<file path="src/rtl/fetch_pkg.sv">
// Shared fetch definitions: default PC behaviour and the prefetch queue entry layout.
package fetch_pkg;

  localparam int unsigned ADDR_WIDTH_DEFAULT  = 32;
  localparam int unsigned INSTR_WIDTH_DEFAULT = 32;
  localparam int unsigned PC_STEP_DEFAULT     = 4;
  localparam logic [31:0] RESET_PC_DEFAULT    = 32'h0000_0000;

  // Queue entry at default widths; wider/narrower builds use entryWidth()
  typedef struct packed {
    logic [ADDR_WIDTH_DEFAULT-1:0]  pc;
    logic [INSTR_WIDTH_DEFAULT-1:0] instr;
  } fetchEntry_t;

  function automatic int unsigned entryWidth(input int unsigned addrWidth,
                                             input int unsigned instrWidth);
    return addrWidth + instrWidth;
  endfunction

endpackage

</file>
<file path="src/rtl/fetch_queue.sv">
// Synchronous power-of-two FIFO with flush and show-ahead head output.
module fetch_queue #(
  parameter int unsigned DEPTH = 4,
  parameter int unsigned WIDTH = 64,
  localparam int unsigned CNT_W = $clog2(DEPTH + 1)
) (
  input  logic             clk,
  input  logic             rst,
  input  logic             push,
  input  logic             pop,
  input  logic             flush,
  input  logic [WIDTH-1:0] wrData,
  output logic [WIDTH-1:0] rdData,
  output logic [CNT_W-1:0] count,
  output logic             full,
  output logic             empty
);

  localparam int unsigned PTR_W = $clog2(DEPTH);

  logic [WIDTH-1:0] mem [DEPTH];
  logic [PTR_W-1:0] wrPtr;
  logic [PTR_W-1:0] rdPtr;
  logic             doPush;
  logic             doPop;

  assign full   = (count == CNT_W'(DEPTH));
  assign empty  = (count == '0);
  assign doPush = push && !full && !flush;
  assign doPop  = pop && !empty && !flush;
  assign rdData = mem[rdPtr];

  // Pointers wrap naturally because DEPTH is a power of two
  always_ff @(posedge clk) begin
    if (rst || flush) begin
      wrPtr <= '0;
      rdPtr <= '0;
      count <= '0;
    end else begin
      if (doPush) wrPtr <= wrPtr + PTR_W'(1);
      if (doPop)  rdPtr <= rdPtr + PTR_W'(1);
      case ({doPush, doPop})
        2'b10:   count <= count + CNT_W'(1);
        2'b01:   count <= count - CNT_W'(1);
        default: count <= count;
      endcase
    end
  end

  always_ff @(posedge clk) begin
    if (!rst && doPush) mem[wrPtr] <= wrData;
  end

endmodule

</file>
<file path="src/rtl/fetch_unit.sv">
// Fetch stage: PC register, iCache request, prefetch queue and redirect handling.
module fetch_unit
  import fetch_pkg::*;
#(
  parameter int unsigned            ADDR_WIDTH  = ADDR_WIDTH_DEFAULT,
  parameter int unsigned            INSTR_WIDTH = INSTR_WIDTH_DEFAULT,
  parameter logic [ADDR_WIDTH-1:0]  RESET_PC    = ADDR_WIDTH'(RESET_PC_DEFAULT),
  parameter int unsigned            QUEUE_DEPTH = 4,
  parameter int unsigned            PC_STEP     = PC_STEP_DEFAULT,
  localparam int unsigned           CNT_W       = $clog2(QUEUE_DEPTH + 1)
) (
  input  logic                   clk,
  input  logic                   rst,
  output logic [ADDR_WIDTH-1:0]  ic_addr,
  output logic                   ic_req,
  input  logic [INSTR_WIDTH-1:0] ic_instr,
  input  logic                   ic_miss,
  input  logic                   redirect_valid,
  input  logic [ADDR_WIDTH-1:0]  redirect_pc,
  output logic                   dec_valid,
  output logic [INSTR_WIDTH-1:0] dec_instr,
  output logic [ADDR_WIDTH-1:0]  dec_pc,
  input  logic                   dec_ready,
  output logic [CNT_W-1:0]       queue_count
);

  localparam int unsigned ENTRY_W    = entryWidth(ADDR_WIDTH, INSTR_WIDTH);
  localparam int unsigned ALIGN_BITS = $clog2(PC_STEP);
  localparam logic [ADDR_WIDTH-1:0] ALIGN_MASK =
    ~ADDR_WIDTH'((64'(1) << ALIGN_BITS) - 64'(1));

  typedef struct packed {
    logic [ADDR_WIDTH-1:0]  pc;
    logic [INSTR_WIDTH-1:0] instr;
  } entry_t;

  logic [ADDR_WIDTH-1:0] pc;
  logic                  qFull;
  logic                  qEmpty;
  logic                  push;
  logic                  pop;
  entry_t                wrEntry;
  entry_t                headEntry;
  logic [ENTRY_W-1:0]    headRaw;

  // Full queue never fetches, even if decode drains it this cycle
  assign ic_addr = pc;
  assign ic_req  = !rst && !qFull && !redirect_valid;
  assign push    = ic_req && !ic_miss;
  assign pop     = dec_valid && dec_ready;

  assign wrEntry   = '{pc: pc, instr: ic_instr};
  assign headEntry = entry_t'(headRaw);

  assign dec_valid = !qEmpty;
  assign dec_instr = qEmpty ? '0 : headEntry.instr;
  assign dec_pc    = qEmpty ? '0 : headEntry.pc;

  // Reset beats redirect, redirect beats sequential advance; a miss holds pc
  always_ff @(posedge clk) begin
    if (rst) begin
      pc <= RESET_PC;
    end else if (redirect_valid) begin
      pc <= redirect_pc & ALIGN_MASK;
    end else if (push) begin
      pc <= pc + ADDR_WIDTH'(PC_STEP);
    end
  end

  fetch_queue #(
    .DEPTH (QUEUE_DEPTH),
    .WIDTH (ENTRY_W)
  ) u_queue (
    .clk    (clk),
    .rst    (rst),
    .push   (push),
    .pop    (pop),
    .flush  (redirect_valid),
    .wrData (ENTRY_W'(wrEntry)),
    .rdData (headRaw),
    .count  (queue_count),
    .full   (qFull),
    .empty  (qEmpty)
  );

endmodule

</file>
<file path="config.mk">
export PLATFORM = sky130hd
export DESIGN_NAME = fetch_unit
export DESIGN_NICKNAME = d
export VERILOG_FILES = /design/src/rtl/fetch_pkg.sv /design/src/rtl/fetch_queue.sv /design/src/rtl/fetch_unit.sv
export SDC_FILE = /design/constraint.sdc
export NUM_CORES = 1
export LEC_CHECK = 0
export BUFFER_PORTS_ARGS = -buffer_cell sky130_fd_sc_hd__buf_2
export CAP_MARGIN = 20
export CORE_MARGIN = 2
export CORE_UTILIZATION = 45
export DETAILED_ROUTE_END_ITERATION = 8
export PLACE_DENSITY = 0.65
export SLEW_MARGIN = 30
export SYNTH_ARGS = -nofsm -noshare
export SYNTH_HDL_FRONTEND = slang
export SYNTH_SLANG_ARGS = --single-unit
</file>
<file path="constraint.sdc">
create_clock -name clk -period 11.3 [get_ports clk]
set_clock_uncertainty 0.1 [all_clocks]
set_input_delay 2.26 -clock clk [delete_from_list [all_inputs] [get_ports clk]]
set_output_delay 2.26 -clock clk [all_outputs]
set_load 0.01 [all_outputs]
</file>
# Word-level counts from Yosys, hierarchy flattened
# Memories as Yosys holds them, arrays and structs flattened. A register that Yosys moved wholly into a read port is not among the register bits.
# Index checks and enable logic that the tools add are counted.
word_totals:
  register_bits: 39
  mem_bits_rw: 256
  input_bits: 69
  out_inout_bits: 101
  word_cells: 42
  n_memories: 1
classes:
  n_addsub: 5
  n_eq_ne: 3
  n_mux: 9
  reduce_logical: 19
memory_table:
  columns: ["memory", "words", "width", "rd", "rd_clocked_by_memory_dff", "wr", "line", "text"]
  rows:
  - ["u_queue.mem", 4, 64, 1, 1, 1, "fetch_queue.sv:21", "logic [WIDTH-1:0] mem [DEPTH];"]
ops:
  columns: ["operator", "count"]
  rows:
  - ["$mux 32", 4]
  - ["$add 32x3->32 const B", 1]
  - ["$logic_and 1x1->1", 9]
  - ["$pmux 3 s2", 1]
  - ["$logic_not 1->1", 5]
  - ["$add 2x1->2 const B", 2]
  - ["$mux 2", 2]
  - ["$reduce_bool 2->1", 2]
  - ["$add 3x1->3 const B", 1]
  - ["$eq 3x3->1 const B", 1]
  - ["$logic_not 3->1", 1]
  - ["$sub 3x1->3 const B", 1]
  - ["$eq 2x1->1 const B", 1]
  - ["$eq 2x2->1 const B", 1]
  - ["$mux 1", 2]
  - ["$reduce_or 2->1", 1]
  - ["$logic_or 1x1->1", 1]

# Depth between registers and ports, before layout
depth:
  depth_word: 10
  ltp_mapped: 12
  ltp_nobuf: 9

# Cells and area by module
# From an unflattened synthesis, not the netlist that was laid out.
unflattened:
  hier_cells: 679
  area_unflattened_um2: 11956.5
modules_own_cells:
  columns: ["module", "instances", "cells_each", "area_each_um2", "seq_area_each_um2"]
  rows:
  - ["fetch_queue", 1, 389, 9744.3, 7867.5]
  - ["fetch_unit", 1, 290, 2212.1, 600.6]

# Least setup slack after synthesis
# OpenSTA, ideal clock, no wires.
synth_timing:
  path_type: "input to output"
  from: "input redirect_valid"
  to: "output ic_req"
  arrival_time_ps: 3015
  required_time_ps: 8940
  setup_slack_ps: 5925
  stages: 4
  n_path_buf: 2
  path_cell_list: "buf_6 or2_2 clkbuf_1 nor2_1"
synth_between:
  elab_chain_len: 2
synth_rtl:
  columns: ["element", "line", "text"]
  rows:
  - ["start, declared", "fetch_unit.sv:18", "input logic redirect_valid,"]
  - ["$logic_not 1->1", "fetch_unit.sv:48", "assign ic_req = !rst && !qFull && !redirect_valid;"]
  - ["$logic_and 1x1->1", "fetch_unit.sv:48", null]
  - ["end, declared", "fetch_unit.sv:15", "output logic ic_req,"]
# Every way passes these cells.

# Worst setup path after layout
# Same ends and word-level chain as after synthesis.

==> results.md <==
- H-tree depth: 1
- CP dominant cell by count: buf_2
- CTS tree: built
- Synth Flop Type: edfxtp_1
- DR iter-0 viols: 457
- Worst hold path class: flip-flop to flip-flop
- DRC: 0
- Post-synthesis instance total: ~690
- # IOs: between 150 and 200
- Library cells used by synthesis: 53
- Critical Path AT: around 3400 ps
- Unrepaired setup endpoints after global routing: false
- Slew Limit Headroom: a little over two fifths
- Clock buffer count from CTS: 31
- CP max stage delay: 450 ps
- Clk root buf: clkbuf_16
- DRT Pass-1 Iters: 5
- GRT Util Overall: between 10% and 20%
- Vias in the first global route: around 6600
- Register area share after synthesis: between 70% and 80%
- Final Max Tran Viols: 0
- Ys async rst share: 0%
- Synthesized area: around 12000 um2
- Area share of the largest cell type after synthesis: 63.9%
- Crit path capture type: output pin
- Drt total wl: roughly 25000 um
- Die X: 165 um
- Register Area: about 8200 um2
- Status: finished, final reports clean
- Layout cells sized above 1: between 30% and 40%
- Core area: 25300 um2
- Layout Cells excl Fill: about 1200
- DP Cell Count: around 1100
- # Post-CTS Setup Buffers: 0
- CP cell instances: buf_2, buf_4, or2_2, nor2_1, buf_2
- Wirelength per Cell: between 20 and 25 um
- Diodes inserted: 0
- HPWL Detailed: 14500 um
- Clock Tree Buf Depth: 3
- Max-capacitance violation count: 0
- Clock Latency Late Sink: 550 ps
- Flops & latches, synth: approximately 290
- Slowest CP cell: or2_2
- Cts repair resizes: 0
- CTS clk-pin slew, worst paths: 60 ps
- Final period utilization: between 50% and 60%
- Initial Util: between 40 and 50%
- Clk sink count: 287
- Final setup violation count: 0
- Flop2flop setup slack: between 8000 and 9000 ps
- Fillers: approximately 2000
- Vias per inst: around 5.5
- Final Critical Period: about 5700 ps
- Startpoint types: input pin
- CP Data Required Time: around 9000 ps
- First-pass GRT wire length: between 30000 and 40000 um
- Grt ovf: 0
- Post-synthesis area per instance: roughly 17 um2
- Antenna violations before repair: 0
- Kind of critical path: input pin to output pin
- P&R area growth vs syn: 18.7%
- Max IR drop VDD: 0.143 mV
- Max Clk Rate: about 170 MHz
- CP Max Fanout: 55
- Via count: 6624
- Slew of the pin with the lowest slew margin: 858 ps
- Number of synthesized flops with an enable pin: 248
- Multi-input gate area: about 3200 um2
- Post-cts hold buffer count: 0
- Die Height: ~160 um
- YS warnings: 0
- Largest net degree at the start of global routing: 65
- Yosys top cell by area: edfxtp_1
- Cell row count: a little under 60
- Final net count: 927
- Pwr Density: 160 nW/um2
- Leak Pwr: between 0.004 and 0.005 uW
- Detail Route Antenna Nets: 0
- Routability cong.: 0.762
- Synth top area cells: edfxtp_1, mux4_2, dfxtp_1
- Number of I/O port buffers: between 150 and 200
- Final Hold Fails: 0
- Die ar.: 27200 um2
- Total negative slack: 0 ps
placed cells by master, fill, tap and decap left out, types with 6 or more instances in the layout:
cell	netlist	layout
a22oi_1	12	12
mux4_2	62	62
clkbuf_16	0	31
or3_1	6	6
buf_2	8	163
edfxtp_1	248	248
a31oi_1	10	10
nand2_1	23	23
nand4_1	14	14
clkbuf_1	27	12
dfxtp_1	39	37
nor2_1	16	16
clkbuf_8	0	7
nor2b_1	77	77
a21oi_1	21	21
o21ai_0	12	12
inv_1	8	8
xor2_1	12	12
ha_1	6	6
nor3_1	10	9
o22ai_1	10	10
nand3_1	11	11
metrics by stage:
| stage | cell area (um2) | power (uW) | hold WS, ps | setup slack [ps] | util, % |
|---|---|---|---|---|---|
| after floorplan | 11700 | 1250 | 369 | 5920 | - |
| after global placement | 12700 | 1290 | 389 | 5570 | 50.3 |
| after detailed placement | 12900 | 1290 | 392 | 5590 | 50.8 |
| after CTS | 13800 | 2230 | 400 | 5590 | 54.6 |
| after global routing | 13800 | 2290 | 430 | 5500 | 54.7 |
| final | 13800 | 2210 | 398 | 5580 | 54.7 |
state kept, by name (all words and copies together) (netlist names), named ones only:
signal,count
u_queue.mem,248
ic_addr,30
u_queue.count,3
u_queue.rdPtr,2
u_queue.wrPtr,2
path summary, 6_finish.rpt:
path,start,to,cells after the start
max,redirect_valid,ic_req,5
min,u_queue.wrPtr[1],u_queue.wrPtr[1],2
max reg2reg,u_queue.count[2],u_queue.count[2],9
min reg2reg,u_queue.wrPtr[1],u_queue.wrPtr[1],2
per-layer routing:
layer	up-vias	wire, um	track usage [%]
li1	3025	-	-
met1	3344	11000	26.1
met2	232	11700	29.3
met3	23	1660	3.11
met4	0	306	3.60
met5	-	0	0
Yosys cell counts (4+ instances only):
library cell	n
a21oi_1	21
a22oi_1	12
a31oi_1	10
and2_1	4
and3_1	5
buf_2	8
buf_4	4
clkbuf_1	27
dfxtp_1	39
edfxtp_1	248
ha_1	6
inv_1	8
mux4_2	62
nand2_1	23
nand3_1	11
nand4_1	14
nor2_1	16
nor2b_1	77
nor3_1	10
o21ai_0	12
o22ai_1	10
or3_1	6
xnor2_1	4
xor2_1	12
logic make-up after synthesis:
group           after synthesis  share of synthesized area [%]
buf+inv                      51                           1.99
compound gates               73                           3.83
simple gates                186                           9.41
mux                          64                           12.2
fa+ha+maj                     7                          0.816
flops                       287                           70.6
other cells                   1                         0.0322
xor+xnor                     16                           1.20
report_power, final:
part	leakage [uW]	internal [uW]	total, uW	switching (uW)
clock	0.000475	552	937	384
sequential	0.00256	1170	1190	21.7
combinational	0.00169	37.2	83.3	46.1
critical path, delay by kind of cell:
kind / cells / cell delay (ps)
AND/OR/NAND/NOR: 2 / 570
buffers and inverters: 3 / 510
area by class of cell:
type / count / area share [%]
clock inverter: 8 / 0.343
timing repair buffer: 172 / 7.00
multi-input combinational: 350 / 23.3
sequential: 287 / 59.5
tap: 330 / 2.98
clock buffer: 50 / 6.63
inverter: 9 / 0.244
Power figures use the tool's default switching activity.
